`config.mk`:
```
export PLATFORM = sky130hd
export DESIGN_NAME = vm_change_dispenser
export DESIGN_NICKNAME = d
export VERILOG_FILES = /design/src/rtl/vm_change_dispenser.sv
export SDC_FILE = /design/constraint.sdc
export NUM_CORES = 1
export LEC_CHECK = 0
export ABC_AREA = 1
export BUFFER_PORTS_ARGS = -buffer_cell sky130_fd_sc_hd__buf_4
export CAP_MARGIN = 10
export CORE_MARGIN = 2
export CORE_UTILIZATION = 50
export CTS_CLUSTER_DIAMETER = 100
export CTS_CLUSTER_SIZE = 25
export DETAILED_ROUTE_END_ITERATION = 12
export PLACE_DENSITY = 0.7
export SETUP_SLACK_MARGIN = 0.02
export SYNTH_ARGS = -nofsm -noshare
export SYNTH_HDL_FRONTEND = slang
export SYNTH_SLANG_ARGS = --single-unit
```
`constraint.sdc`:
```
create_clock -name clk -period 14.5 [get_ports clk]
set_input_delay 1.45 -clock clk [delete_from_list [all_inputs] [get_ports clk]]
set_output_delay 1.45 -clock clk [all_outputs]
set_load 0.01 [all_outputs]
```
`src/rtl/vm_change_dispenser.sv`:
```
// Coin-return unit: pays a requested amount one coin at a time through an acked hopper,
// preferring 1000-won coins, falling back to 500-won coins, and tracking both inventories.
module vm_change_dispenser #(
    parameter int AMT_W       = 16,
    parameter int MAX_AMOUNT  = 5000,
    parameter int INV_W       = 8,
    parameter int INIT_1000   = 20,
    parameter int INIT_500    = 20,
    parameter int ACK_TIMEOUT = 255,
    parameter int GAP_CYCLES  = 2
) (
    input  logic             clk,
    input  logic             reset,
    input  logic             change_req,
    input  logic [AMT_W-1:0] change_amount,
    input  logic             refill_1000,
    input  logic             refill_500,
    input  logic             hop_ack,
    output logic             coin_1000,
    output logic             coin_500,
    output logic             busy,
    output logic             done,
    output logic             err,
    output logic [1:0]       err_code,
    output logic [AMT_W-1:0] remaining,
    output logic [INV_W-1:0] inv_1000,
    output logic [INV_W-1:0] inv_500
);

    // Inventory value needs headroom for 1000 * (2^INV_W-1) plus the 500 term.
    localparam int SUM_W = AMT_W + INV_W + 11;
    localparam int TMR_W = (ACK_TIMEOUT > 1) ? $clog2(ACK_TIMEOUT) : 1;
    localparam int GAP_W = (GAP_CYCLES > 1) ? $clog2(GAP_CYCLES) : 1;

    typedef enum logic [2:0] {
        S_IDLE,
        S_ISSUE,
        S_WAIT_ACK,
        S_GAP,
        S_DONE,
        S_ERR
    } state_t;

    state_t           r_state;
    logic             r_coin_1000;
    logic             r_coin_500;
    logic             r_busy;
    logic             r_done;
    logic             r_err;
    logic [1:0]       r_err_code;
    logic [AMT_W-1:0] r_remaining;
    logic [INV_W-1:0] r_inv_1000;
    logic [INV_W-1:0] r_inv_500;
    logic             r_sel_1000;
    logic [TMR_W-1:0] r_timer;
    logic [GAP_W-1:0] r_gap;

    logic [SUM_W-1:0] w_inv_value;
    logic             w_illegal;
    logic             w_short;
    logic             w_use_1000;
    logic             w_dec_1000;
    logic             w_dec_500;
    logic [AMT_W-1:0] w_coin_val;

    assign w_inv_value = SUM_W'(r_inv_1000) * SUM_W'(1000) + SUM_W'(r_inv_500) * SUM_W'(500);

    assign w_illegal = ((change_amount % AMT_W'(500)) != '0) ||
                       (change_amount > AMT_W'(MAX_AMOUNT));

    // An odd 500 can only be paid with a 500 coin, so the value total alone is not enough.
    assign w_short = (SUM_W'(change_amount) > w_inv_value) ||
                     (((change_amount % AMT_W'(1000)) != '0) && (r_inv_500 == '0));

    assign w_use_1000 = (r_remaining >= AMT_W'(1000)) && (r_inv_1000 != '0);
    assign w_dec_1000 = (r_state == S_ISSUE) && w_use_1000;
    assign w_dec_500  = (r_state == S_ISSUE) && !w_use_1000;
    assign w_coin_val = r_sel_1000 ? AMT_W'(1000) : AMT_W'(500);

    always_ff @(posedge clk) begin
        if (reset) begin
            r_state     <= S_IDLE;
            r_coin_1000 <= 1'b0;
            r_coin_500  <= 1'b0;
            r_busy      <= 1'b0;
            r_done      <= 1'b0;
            r_err       <= 1'b0;
            r_err_code  <= 2'd0;
            r_remaining <= '0;
            r_sel_1000  <= 1'b0;
            r_timer     <= '0;
            r_gap       <= '0;
        end else begin
            r_coin_1000 <= 1'b0;
            r_coin_500  <= 1'b0;
            r_done      <= 1'b0;
            case (r_state)
                S_IDLE: begin
                    if (change_req) begin
                        r_remaining <= change_amount;
                        r_err       <= 1'b0;
                        r_err_code  <= 2'd0;
                        r_busy      <= 1'b1;
                        if (change_amount == '0) begin
                            r_state <= S_DONE;
                            r_done  <= 1'b1;
                        end else if (w_illegal) begin
                            r_state    <= S_ERR;
                            r_err      <= 1'b1;
                            r_err_code <= 2'd1;
                        end else if (w_short) begin
                            r_state    <= S_ERR;
                            r_err      <= 1'b1;
                            r_err_code <= 2'd2;
                        end else begin
                            r_state <= S_ISSUE;
                        end
                    end
                end
                S_ISSUE: begin
                    r_sel_1000  <= w_use_1000;
                    r_coin_1000 <= w_use_1000;
                    r_coin_500  <= !w_use_1000;
                    r_timer     <= '0;
                    r_state     <= S_WAIT_ACK;
                end
                S_WAIT_ACK: begin
                    if (hop_ack) begin
                        r_remaining <= r_remaining - w_coin_val;
                        if (r_remaining == w_coin_val) begin
                            r_state <= S_DONE;
                            r_done  <= 1'b1;
                        end else begin
                            r_gap   <= '0;
                            r_state <= S_GAP;
                        end
                    end else if (r_timer == TMR_W'(ACK_TIMEOUT - 1)) begin
                        // Jammed coin: it stays owed and stays deducted from inventory.
                        r_state    <= S_ERR;
                        r_err      <= 1'b1;
                        r_err_code <= 2'd3;
                    end else begin
                        r_timer <= r_timer + 1'b1;
                    end
                end
                S_GAP: begin
                    if (r_gap == GAP_W'(GAP_CYCLES - 1)) begin
                        r_state <= S_ISSUE;
                    end else begin
                        r_gap <= r_gap + 1'b1;
                    end
                end
                S_DONE, S_ERR: begin
                    r_state <= S_IDLE;
                    r_busy  <= 1'b0;
                end
                default: begin
                    r_state <= S_IDLE;
                    r_busy  <= 1'b0;
                end
            endcase
        end
    end

    // A refill landing on the same cycle as an issue of that coin cancels it out.
    always_ff @(posedge clk) begin
        if (reset) begin
            r_inv_1000 <= INV_W'(INIT_1000);
            r_inv_500  <= INV_W'(INIT_500);
        end else begin
            if (w_dec_1000 && refill_1000) begin
                r_inv_1000 <= r_inv_1000;
            end else if (w_dec_1000) begin
                r_inv_1000 <= r_inv_1000 - 1'b1;
            end else if (refill_1000 && (r_inv_1000 != '1)) begin
                r_inv_1000 <= r_inv_1000 + 1'b1;
            end

            if (w_dec_500 && refill_500) begin
                r_inv_500 <= r_inv_500;
            end else if (w_dec_500) begin
                r_inv_500 <= r_inv_500 - 1'b1;
            end else if (refill_500 && (r_inv_500 != '1)) begin
                r_inv_500 <= r_inv_500 + 1'b1;
            end
        end
    end

    assign coin_1000 = r_coin_1000;
    assign coin_500  = r_coin_500;
    assign busy      = r_busy;
    assign done      = r_done;
    assign err       = r_err;
    assign err_code  = r_err_code;
    assign remaining = r_remaining;
    assign inv_1000  = r_inv_1000;
    assign inv_500   = r_inv_500;

endmodule

```
# Yosys cells after proc, flatten, opt, wreduce, memory -nomap -nowiden
# Cells that the tools add are included.
[op_classes]
muxes = 45
mul = 2
bitwise_logic = 4
add_sub_neg = 8
order_cmp = 3
div = 2
eq_ne = 15
n_reduce_logical = 32
[op_table]
columns = ["op", "count"]
rows = [
  ["$mux 8", 6],
  ["$mux 16", 2],
  ["$pmux 16 s2", 1],
  ["$reduce_bool 16->1", 2],
  ["$mul 8x7->15 const B", 2],
  ["$add 8x1->8 const B", 3],
  ["$mux 3", 8],
  ["$add 18x17->19", 1],
  ["$gt 16x19->1", 1],
  ["$eq 16x10->1", 1],
  ["$ge 16x10->1 const B", 1],
  ["$gt 16x13->1 const B", 1],
  ["$logic_not 16->1", 1],
  ["$mod 16x10->16 const B", 1],
  ["$mod 16x9->16 const B", 1],
  ["$ne 8x8->1 const B", 2],
  ["$pmux 8 s2", 1],
  ["$sub 16x10->16", 1],
  ["$sub 8x1->8 const B", 2],
  ["$mux 1", 14],
  ["$ne 2x2->1 const B", 7],
  ["$mux 2", 6],
  ["$pmux 3 s4", 1],
  ["$reduce_and 3->1", 4],
  ["20 further kinds", 41],
]
[totals]
output_inout_bits = 39
word_cells = 124
ff_bits = 52
input_bits = 22

# Depth between registers and ports, before layout
[logic_depth]
ltp_word = 9
mapped_depth = 51
ltp_nobuf = 51

# Worst setup path before layout
# Ideal clock, no wire load.
[synth_timing]
kind = "register -> register"
from = "register r_inv_500[2], in the netlist inv_500[2]"
to = "register r_err_code[1], in the netlist err_code[1]"
period_less_slack_ns = 6.258
arrival_time_ns = 6.183
setup_ns = 0.075
required_ns = 14.425
path_slack_ns = 8.242
path_buffers = 0
path_stages_with_launch = 35
path_cell_list = "dfxtp_1 > fa_1 > inv_1 > fa_1 > fa_1 > inv_1 > fa_1 > ha_1 > a21oi_1 > nor2_1 > nor2_1 > nor2_1 > o21a_1 > nor2_1 > inv_1 > a21oi_1 > o21ai_0 > xnor2_1 > inv_1 > ha_1 > nand2_1 > o21ai_0 > xor2_1 > ha_1 > nand2_1 > nor2_1 > a311oi_1 > o221ai_1 > a21oi_1 > o311ai_0 > o21ai_1 > nand2_1 > nor2_1 > nand3_1 > a31oi_1"
[synth_between]
elab_chain_cells = 9
elab_cells_between_ends = 11
classes_between = "add/sub: 1; mul: 1; order compare: 1; mux: 5; reduce/logical: 3"
[synth_rtl]
columns = ["item", "line", "rtl"]
rows = [
  ["from (decl)", "53", "logic [INV_W-1:0] r_inv_500;"],
  ["from (signal assigned)", "169", "r_inv_500 <= INV_W'(INIT_500);"],
  ["from (signal assigned)", "180", "r_inv_500 <= r_inv_500;"],
  ["from (signal assigned)", "182", "r_inv_500 <= r_inv_500 - 1'b1;"],
  ["$mul 8x7->15", "66", "assign w_inv_value = SUM_W'(r_inv_1000) * SUM_W'(1000) + SUM_W'(r_inv_500) * SUM_W'(500);"],
  ["$add 18x17->19", "66", ""],
  ["$gt 16x19->1", "72", "assign w_short = (SUM_W'(change_amount) > w_inv_value) ||"],
  ["$logic_or 1x1->1 *", "72", ""],
  ["$mux 2 *", "111", "end else if (w_short) begin"],
  ["$mux 2 *", "107", "end else if (w_illegal) begin"],
  ["$mux 2 *", "104", "if (change_amount == '0) begin"],
  ["$mux 2 *", "99", "if (change_req) begin"],
  ["$pmux 2 s2 *", "97", "case (r_state)"],
  ["to (signal assigned)", "102", "r_err_code <= 2'd0;"],
  ["to (signal assigned)", "110", "r_err_code <= 2'd1;"],
  ["to (signal assigned)", "114", "r_err_code <= 2'd2;"],
  ["to (decl)", "50", "logic [1:0] r_err_code;"],
]
# Mark *: on every way between the ends. The rest lies on a longest branch, timed or not. The select of a mux whose other input is x is not followed.
# A chain may end at the register's enable or synchronous reset.

# Worst setup path after layout
# Same ends and word-level chain as after synthesis.

==> results.md <==
* YS warnings at 0
* Vias in the first global route at 7830
* Worst hold path class: flip-flop to flip-flop
* Total GRT Usage at 24.3%
* CTS clock-pin slew for the worst setup and hold paths at 0.08 ns
* Reg2reg setup slack at 7.54 ns
* Post-layout worst setup margin at 7.54 ns
* Worst Max-Slew Pin Slew at 0.970 ns
* Total CTS buffers at 5
* Post-synth EDFFs at 0
* CP arrival at 7.20 ns
* Post-synthesis sequential area ratio at 12.3%
* TritonCTS clock tree: done
* Most used DFF post-synth: dfxtp_1
* Average cell area after synthesis at 6.94 um^2
* Largest net degree at the start of global routing at 26
* I/O Pins at 61
* Setup WS pre-CTS at 7.47 ns
* Most common cell on crit path: nor2_1
* Max_slew headroom at 35.2%
* # DRC at 0
* WP depth at 34
* MaxCap Viol Count at 0
* Slowest CP cell: dfxtp_1
* Synth top area share at 18.6%
* Num rows at 47
* Post-Synthesis Cells at 1224
* R2R cell count at 34
* Async SR Flop Fraction at 0%
* Hold wc startpoint: r_timer[4]
* Critical path type: flip-flop to flip-flop
* GRT overflow at 0
* Area grow syn2layout at 9.90%
* # nets final at 1476
* Die H at 134 um
* Clock latency on the worst-skew pair at 0.31 ns
* Worst Path Max Fanout at 9
* Post-layout util at 56.3%
* Post-Syn Nets at 1420
* DP HPWL at 17300 um
* Synth unique cells at 53
* Yosys top cell by area: ha_1
* Fin. Hold Viols at 0
* FF+latch count, synth at 52
* Setup bufs post-CTS at 0
* RSZ-0062 raised after global routing: false
* Crit. End Element: flip-flop
* Share of cells above drive strength 1 at 12.3%
* Hold Path Depth at 1
* Via/cell ratio at 5.31
* Die span in x at 134 um
* Buf/Inv on CP at 4
* Routed wire length at 20800 um
* Status: finished clean
* Post-Synthesis Cell Area at 8500 um^2
* Max-slew violations at 0
* Worst r2r src: inv_500[2]
* First-pass GRT wire length at 36200 um
* Sinks on Clock Net at 52
* Biggest cell delay along the critical path at 0.58 ns
* Setup TNS at 0 ns
* Synth area leaders: ha_1 19%, dfxtp_1 12%, fa_1 11%
* Worst Setup Start Kind: flip-flop
* F_max at 144 MHz
* Port buffer count at 60
* H-tree depth at 2
* Drt first pass iters at 5
* Final ANT Viol Nets at 0
* First DRT Iteration DRCs at 393
* WHS at 0.452 ns
* Tmin final at 6.96 ns
* Worst path required time at 14.74 ns
* Final cycle utilization of the critical path at 48.0%
* GPL Wtd Cong at 0.899
* Setup Skew at 0.0105 ns
* Post-CTS Hold Buffers at 0
* DIE AREA at 18000 um^2
* Total core area at 16600 um^2
* CP delay by family, top: adder cells
* Critical Path Source: inv_500[2]
* Diodes inserted at 0
* Initial antenna violation count at 0
* Post-CTS Resized at 0
* Vias at 7974
* Starting Density at 51.2%
* Routed len/inst at 13.9 um
* CTS Buffer Depth at 2
* Root Buffer: clkbuf_16
* Endpoints failing setup at 0
==> synthesized netlist by cell type (3+ instances only) <==
cell type,count
nor2_1,114
nand2_1,213
inv_1,200
o31ai_1,4
o21ai_0,63
xor2_1,30
dfxtp_1,52
nand2_4,7
nand4_1,13
o21bai_2,3
nor2_4,4
a21o_1,4
inv_2,21
fa_1,48
nor2_2,10
clkbuf_1,11
o21ai_1,9
or2_2,3
a31oi_1,12
o21bai_1,11
nand3_1,72
nor4_1,3
nand2_2,17
o211ai_1,10
a21oi_1,87
nor3_1,10
xnor2_1,17
a211oi_1,9
o21ai_2,3
nand3_2,11
ha_1,126
==> cells by family after synthesis <==
| family | synth area share, % |
|---|---|
| simple gates | 26.4 |
| buf+inv | 10.4 |
| compound gates | 16.1 |
| fa+ha+maj | 29.9 |
| flops | 12.3 |
| xor+xnor | 5.04 |
==> per-layer routing <==
| layer | track usage [%] | vias to the layer above | share of wire [%] |
|---|---|---|---|
| met5 | 0 | - | 0 |
| met4 | 8.36 | 0 | 3.2 |
| met3 | 2.49 | 42 | 4.6 |
| met2 | 40.8 | 183 | 46 |
| met1 | 32.6 | 3629 | 46 |
| li1 | - | 4120 | - |
==> worst paths after layout <==
kind | endpoint
max | err_code[1]
min | r_timer[4]
max reg2reg | err_code[1]
min reg2reg | r_timer[4]
==> through the flow <==
stage | instance area [um^2] | instances
after floorplan | 8500 | 1224
after global placement | 9180 | 1493
after detailed placement | 9180 | 1493
after CTS | 9340 | 1501
after global routing | 9340 | 1501
final | 9340 | 1501
==> area by class of cell <==
cell class,count,area [um^2]
multi-input cells,937,6570
well taps,220,275
clock inverters,3,27.5
clock buffers,5,125
flip-flops and latches,52,1040
repair buffers,61,458
inverters,223,837
fillers,1624,7250
==> worst reg2reg max path, delay by kind of cell, from the launching register on <==
kind	cells	cell delay (ns)
xor+xnor	2	0.37
compound gates	11	1.96
buf+inv	4	0.26
simple gates	10	0.87
fa+ha+maj	7	2.85
flops	1	0.58
==> cell usage in the layout (no fill, tap or decap), types with 3 or more instances in the layout <==
cell       instances
o21ai_2            3
inv_1            200
fa_1              48
clkbuf_16          5
xnor2_1           17
nand2_2           17
nand2_4            7
a211oi_1           9
nor3_1            10
o31ai_1            4
o211ai_1          10
inv_2             21
o21ai_0           63
o21bai_2           3
or2_2              3
o21ai_1            9
nand3_2           11
xor2_1            30
nand4_1           13
dfxtp_1           52
nor2_1           114
nor2_4             4
nor4_1             3
a31oi_1           12
a21oi_1           87
nand2_1          213
nand3_1           72
a21o_1             4
ha_1             126
nor2_2            10
buf_4             61
o21bai_1          11
==> flip-flops by register name, summed over array words and instances, names as in the netlist <==
signal,cells
inv_1000,8
r_sel_1000,1
done,1
r_gap,1
r_timer,8
err_code,2
r_state,3
inv_500,8
remaining,16
busy,1
coin_500,1
err,1
coin_1000,1
Power is not shown: default switching activity piles up to over one toggle a cycle in this logic, so the estimate is an artifact.
